### src/rtl/fp_mul_normalize.sv
// Significand product and normalization ahead of the FP multiplier rounding stage.
// Defining FPU_NORM_SKID_EN adds a one-entry input skid buffer so that in_ready comes from a register.
module fp_mul_normalize #(
    parameter int BIAS  = 127,
    parameter int EXP_W = 10
) (
    input  logic             CLK,
    input  logic             RST,
    input  logic             in_valid,
    output logic             in_ready,
    input  logic             Sx,
    input  logic             Sy,
    input  logic [7:0]       Ex,
    input  logic [7:0]       Ey,
    input  logic [23:0]      Mx,
    input  logic [23:0]      My,
    input  logic [1:0]       R_mode_in,
    output logic             out_valid,
    input  logic             out_ready,
    output logic [24:0]      After_norm,
    output logic             T,
    output logic             Sz,
    output logic [EXP_W-1:0] Ez,
    output logic             Zero,
    output logic [1:0]       R_mode_out
);
    // Handshake: a beat moves on a rising CLK edge where valid & ready are both high; the sender
    // holds valid and payload steady until then, and outputs stay frozen while out_ready is low.

    localparam logic [EXP_W-1:0] BIAS_E = EXP_W'(BIAS);

    logic             s1_valid;
    logic [47:0]      s1_p;
    logic [EXP_W-1:0] s1_e;
    logic             s1_s;
    logic             s1_z;
    logic [1:0]       s1_rm;

    logic adv2;
    logic s1_free;
    logic in_fire;
    logic s1_load;

    assign adv2    = ~out_valid | out_ready;
    assign s1_free = ~s1_valid | adv2;
    assign in_fire = in_valid & in_ready;

    logic [47:0]      in_p;
    logic [EXP_W-1:0] in_e;
    logic             in_s;
    logic             in_z;

    assign in_p = {24'd0, Mx} * {24'd0, My};
    assign in_e = EXP_W'(Ex) + EXP_W'(Ey) - BIAS_E;
    assign in_s = Sx ^ Sy;
    assign in_z = (Mx == 24'd0) | (My == 24'd0);

    logic [47:0]      ld_p;
    logic [EXP_W-1:0] ld_e;
    logic             ld_s;
    logic             ld_z;
    logic [1:0]       ld_rm;

`ifdef FPU_NORM_SKID_EN
    logic             sk_valid;
    logic [47:0]      sk_p;
    logic [EXP_W-1:0] sk_e;
    logic             sk_s;
    logic             sk_z;
    logic [1:0]       sk_rm;

    assign in_ready = ~sk_valid;
    assign s1_load  = s1_free & (sk_valid | in_fire);
    assign ld_p     = sk_valid ? sk_p  : in_p;
    assign ld_e     = sk_valid ? sk_e  : in_e;
    assign ld_s     = sk_valid ? sk_s  : in_s;
    assign ld_z     = sk_valid ? sk_z  : in_z;
    assign ld_rm    = sk_valid ? sk_rm : R_mode_in;

    // The skid entry always drains into S1 before any new operand can be accepted.
    always_ff @(posedge CLK) begin
        if (RST) begin
            sk_valid <= 1'b0;
            sk_p     <= '0;
            sk_e     <= '0;
            sk_s     <= 1'b0;
            sk_z     <= 1'b0;
            sk_rm    <= '0;
        end else if (sk_valid) begin
            if (s1_free) sk_valid <= 1'b0;
        end else if (in_fire & ~s1_free) begin
            sk_valid <= 1'b1;
            sk_p     <= in_p;
            sk_e     <= in_e;
            sk_s     <= in_s;
            sk_z     <= in_z;
            sk_rm    <= R_mode_in;
        end
    end
`else
    assign in_ready = s1_free;
    assign s1_load  = in_fire;
    assign ld_p     = in_p;
    assign ld_e     = in_e;
    assign ld_s     = in_s;
    assign ld_z     = in_z;
    assign ld_rm    = R_mode_in;
`endif

    always_ff @(posedge CLK) begin
        if (RST) begin
            s1_valid <= 1'b0;
            s1_p     <= '0;
            s1_e     <= '0;
            s1_s     <= 1'b0;
            s1_z     <= 1'b0;
            s1_rm    <= '0;
        end else begin
            if (s1_free) s1_valid <= s1_load;
            if (s1_load) begin
                s1_p  <= ld_p;
                s1_e  <= ld_e;
                s1_s  <= ld_s;
                s1_z  <= ld_z;
                s1_rm <= ld_rm;
            end
        end
    end

    logic [24:0]      n_an;
    logic             n_t;
    logic [EXP_W-1:0] n_e;

    // A product of two [1,2) significands lies in [1,4): at most one right shift is needed.
    always_comb begin
        n_an = '0;
        n_t  = 1'b0;
        n_e  = '0;
        if (!s1_z) begin
            if (s1_p[47]) begin
                n_an = s1_p[47:23];
                n_t  = |s1_p[22:0];
                n_e  = s1_e + EXP_W'(1);
            end else begin
                n_an = s1_p[46:22];
                n_t  = |s1_p[21:0];
                n_e  = s1_e;
            end
        end
    end

    always_ff @(posedge CLK) begin
        if (RST) begin
            out_valid  <= 1'b0;
            After_norm <= '0;
            T          <= 1'b0;
            Sz         <= 1'b0;
            Ez         <= '0;
            Zero       <= 1'b0;
            R_mode_out <= '0;
        end else if (adv2) begin
            out_valid <= s1_valid;
            if (s1_valid) begin
                After_norm <= n_an;
                T          <= n_t;
                Sz         <= s1_s;
                Ez         <= n_e;
                Zero       <= s1_z;
                R_mode_out <= s1_rm;
            end
        end
    end

endmodule

### config.mk
export PLATFORM = sky130hd
export DESIGN_NAME = fp_mul_normalize
export DESIGN_NICKNAME = d
export VERILOG_FILES = /design/src/rtl/fp_mul_normalize.sv
export SDC_FILE = /design/constraint.sdc
export NUM_CORES = 2
export LEC_CHECK = 0
export ABC_CLOCK_PERIOD_IN_PS = 7700
export CAP_MARGIN = 0
export CORE_UTILIZATION = 55
export DETAILED_ROUTE_END_ITERATION = 6
export HOLD_SLACK_MARGIN = 0.08
export PLACE_DENSITY = 0.88
export SETUP_SLACK_MARGIN = 0.2
export SLEW_MARGIN = 30
export SYNTH_ARGS = -nofsm -noshare
export SYNTH_HDL_FRONTEND = slang
export SYNTH_SLANG_ARGS = --single-unit
### constraint.sdc
create_clock -name CLK -period 7.7 [get_ports CLK]
set_clock_uncertainty 0.1 [all_clocks]
set_input_delay 0.77 -clock CLK [delete_from_list [all_inputs] [get_ports CLK]]
set_output_delay 0.77 -clock CLK [all_outputs]
set_load 0.02 [all_outputs]
## After elaboration in Yosys (flattened, before gate mapping)

Cells that the tools add are included.

- Word-level logic and storage cells: 35
- Input port bits: 72
- Bits in registers: 104
- Output and inout bits: 42

- Add/subtract/negate cells: 3
- $mul: 1
- Multiplexer cells: 6
- Bitwise operators: 7
- Reductions and logical operators: 5

Operators with widths:

| operator | count |
|---|---|
| two-way mux 25 bit | 2 |
| logical NOT 24 bit | 2 |
| multiplier 24 x 24 -> 48 bit | 1 |
| OR reduction 23 bit | 1 |
| OR reduction 22 bit | 1 |
| two-way mux 10 bit | 2 |
| adder 10 x 1 -> 10 bit, second input constant | 1 |
| subtractor 9 x 7 -> 10 bit, second input constant | 1 |
| adder 8 x 8 -> 9 bit | 1 |
| bitwise OR 1 bit | 3 |
| two-way mux 1 bit | 2 |
| inverter 1 bit | 2 |
| AND reduction 2 bit | 1 |
| AND 1 bit | 1 |
| XOR 1 bit | 1 |

## Logic depth before layout (Yosys ltp)

- Depth after elaboration: 4
- Depth in mapped cells: 26
- Mapped depth without buffers: 24

## Worst setup path after synthesis

No wires, ideal clock.

- Path type: input port to flip-flop
- From: input port My[3]
- To: register s1_p[41]
- Required time: 7,483 ps
- Arrival: 7,141 ps
- Path buffers: 2
- Slack: 342 ps
- Library setup time: 117 ps
- Stages on the path: 26
- Cells stage by stage: clkbuf_1 clkbuf_1 nand2_1 fa_1 inv_1 fa_1 inv_1 fa_1 inv_1 fa_1 inv_1 fa_1 inv_1 fa_1 inv_1 fa_1 inv_1 ha_1 a21oi_1 and2_1 inv_1 o211ai_4 a2111oi_4 o21a_1 or3_1 a32o_1

- Word-level cells in the longest chain between the ends: 1

Ends and longest elaborated chain:

| item | RTL line | source |
|---|---|---|
| from (decl) | 16 | `input logic [23:0] My,` |
| multiplier 24 x 24 -> 48 bit | 53 | `assign in_p = {24'd0, Mx} * {24'd0, My};` |
| to (signal assigned) | 121 | `s1_p <= ld_p;` |
| to (decl) | 33 | `logic [47:0] s1_p;` |

Every way passes these cells.
A chain may end at the register's enable or synchronous reset.

## Worst setup path after layout

- From: input port My[0]
- To: register s1_p[39]

The elaborated chain is that of the path after synthesis.

==> flow_summary.yaml <==
final_layout:
  drive_gt1_frac: 0.0890
  final_util: 0.643
  fin_area_sq_um: 27200
  syn_to_final_growth_pct: 14.7
  nNetsFinal: 3640
  n_antenna_cell: 0
setup_path:
  path_class: "input port to register"
  start_kind: "input port"
  crit_path_top_delay_cell: "fa_1"
  cp_cell_sequence: "clkdlybuf4s50_1 -> buf_6 -> buf_4 -> and2_1 -> fa_1 -> fa_1 -> inv_1 -> fa_1 -> fa_1 -> inv_1 -> fa_1 -> fa_1 -> inv_1 -> fa_1 -> inv_1 -> ha_4 -> nand4_1 -> or3b_1 -> clkinv_1 -> o211ai_4 -> a2111oi_4 -> o21ai_2 -> a2111o_1 -> a21oi_1"
  critPathArrivalTime_ps: 7500
  endpoint_kind: "register"
  cp_data_required_time_ps: 7870
  slowest_delay_ps: 560
  crit_path_frequent_cell: "fa_1"
  crit_path_max_fanout: 11
clock_tree:
  clock-sinks: 104
  cts_root_buffer: "clkbuf_16"
  cts_made_buffers: 9
  clkTransAtPathRegs_ps: 70
  clk_path_buf_depth: 2
  htreeDepth: 3
  cts_tree: "built"
  clock_latency_ps: 340
global_route:
  grt_max_degree: 91
  grt_use_met3: 0.0443
  grt.busiest_layer: "met2"
  antenna_found_initial: 1
  use_met1: 0.354
  grt_pass1_vias: 21926
  grt_usage: 0.303
  grt.met2_usage: 0.546
  overflow: 0
  grt_pass1_wl_um: 107000
logic_synthesis:
  synth_warnings: 0
  synthXorXnorAreaFrac: 0.0159
  synth_fa_ha_area_frac: 0.509
  synth_area_leader_cell: "fa_1"
  synth_top_family_by_area: "adder cells"
  synth_ff_type: "dfxtp_1"
  synth_area_leaders: "fa_1, ha_1, dfxtp_1, inv_1, and2_1"
  synth_cell_types: 72
  seq_area_frac_synth: 0.0879
  syn_nets: 3476
  synthArstFlopShare: 0
  synthMuxAreaShare: 0.0127
  syn_area_sq_um: 23700
  synth-simple-area-share: 0.188
  synth_edf_count: 0
  synth_top_area_frac: 0.408
  syn_avg_cell_area_sq_um: 8.67
  ys_ff_latch: 104
  synth-compound-area-share: 0.0743
  syn_inst: 2731
sta:
  setup_viol: 0
  fin_crit_ps: 7330
  tns_ps: 0
  timing.hold.ws_ps: 355
  maxSlewViolCount: 0
  worst_slew_pin_slew_ps: 926
  period_share: 0.952
  max_slew_margin: 0.382
  finalHoldViolations: 0
  max_freq_mhz: 136
  rsz0062_at_grt: "yes"
placed_design:
  gp_congestion: 0.950
  placed_area_sq_um: 26400
  io_buffers: 113
  dpl.hpwl_um: 52500
outcome:
  status: "finished clean"
routing:
  drtPass1Iterations: 6
  post_drt_via_cell_ratio: 5.70
  remaining_drc_errors: 0
  wirelength_um: 63900
  drt_iter0_drc: 1417
  ant_nets: 0
  wl_per_cell_um: 18.6
  route.vias.total: 19588
floorplanning:
  die_x_um: 209
  die_h_um: 209
  dieArea_sq_um: 43900
  start_util: 0.561
  num_io_pins: 114
  coreArea_sq_um: 42200
  fp-row-count: 75
flow_run:
  drv_cap: 0
worst_hold_path:
  hp-class: "register to register"
[path summary, 6_finish.rpt]
check	start	endpoint	slack, ps	cells after the start
worst max register to register	out_valid$_SDFFE_PP0P_	s1_p[47]$_SDFFE_PP0P_	5150	7
worst min-delay path	s1_p[14]$_SDFFE_PP0P_	s1_p[14]$_SDFFE_PP0P_	360	2
worst max-delay path	My[0]	s1_p[39]$_SDFFE_PP0P_	370	24
worst min register to register	s1_p[14]$_SDFFE_PP0P_	s1_p[14]$_SDFFE_PP0P_	360	2
[Yosys cell counts (8+ instances only)]
cell / number
xnor2_1: 29
nor2_1: 74
nand3_1: 18
nand4_1: 10
dfxtp_1: 104
nor4_1: 19
o211ai_1: 9
ha_1: 190
a22oi_1: 8
nor2b_1: 8
a21o_1: 20
and2_1: 293
xor2_1: 14
nand2_1: 399
fa_1: 483
mux2i_1: 30
a211oi_1: 8
inv_1: 552
o21bai_1: 11
buf_1: 10
a21oi_1: 127
a21boi_0: 8
nor3_1: 35
clkbuf_1: 138
o21ai_0: 34
[per-layer routing]
layer / wire [um] / part of all wire
met1: 23000 / 0.36
met2: 32800 / 0.51
met3: 4500 / 0.070
met4: 3610 / 0.056
met5: 0 / 0
[registers in the layout (all words and copies together) (netlist names)]
| register | cells |
|---|---|
| Sz | 1 |
| s1_e | 10 |
| R_mode_out | 2 |
| s1_p | 48 |
| s1_valid | 1 |
| After_norm | 25 |
| s1_s | 1 |
| Ez | 10 |
| Zero | 1 |
| T | 1 |
| s1_z | 1 |
| out_valid | 1 |
| s1_rm | 2 |
[final cells by class]
type	count	area, sq um
clock buffer	9	225
clock inverter	7	113
fill	3201	15100
inverter	554	2080
multi-input combinational	1922	19100
sequential	104	2080
tap	539	674
timing repair buffer	304	2880
[kinds of logic (layout without fill, tap and decap cells)]
kind of cell,count (synthesis),count (layout)
simple gates,902,902
buf+inv,705,874
fa+ha+maj,673,673
compound gates,274,274
flops,104,104
xor+xnor,43,43
mux,30,30
[cell usage in the layout (no fill, tap or decap), types with 6 or more instances in the layout]
cell type	n
inv_1	551
fa_1	478
nand2_1	397
and2_1	290
ha_1	185
buf_4	155
a21oi_1	122
dfxtp_1	103
clkdlybuf4s50_1	88
nor2_1	74
nor3_1	35
o21ai_0	31
mux2i_1	30
xnor2_1	29
dlymetal6s2s_1	23
a21o_1	20
nor4_1	19
nand3_1	18
buf_6	17
xor2_1	14
buf_12	14
nand4_1	10
o21bai_1	10
clkbuf_16	10
o211ai_1	9
nor2b_1	8
a22oi_1	8
a211oi_1	8
o21a_1	7
nand3b_1	7
or3_1	7
a21boi_0	6
[per-stage QoR]
step / cells / setup slack (ps)
finish: 3439 / 371
floorplan: 2731 / 342
global route: 3439 / 184
detailed placement: 3413 / -231
global placement: 3413 / -141
CTS: 3429 / 209
[critical path: cells and delay by family]
family | cells | cell delay [ps]
fa+ha+maj | 8 | 3800
compound gates | 5 | 1200
buf+inv | 8 | 1040
simple gates | 3 | 670
[timing repair]
item | in CTS | in global routing
hold buffers | 0 | 0
buffers inserted | 0 | 7
endpoints found under the setup margin | 7 | 22
gates cloned | 0 | 3
gates resized for setup | 3 | 76
pin swaps | 0 | 17
Power is not shown: default switching activity piles up to over one toggle a cycle in this logic, so the estimate is an artifact.
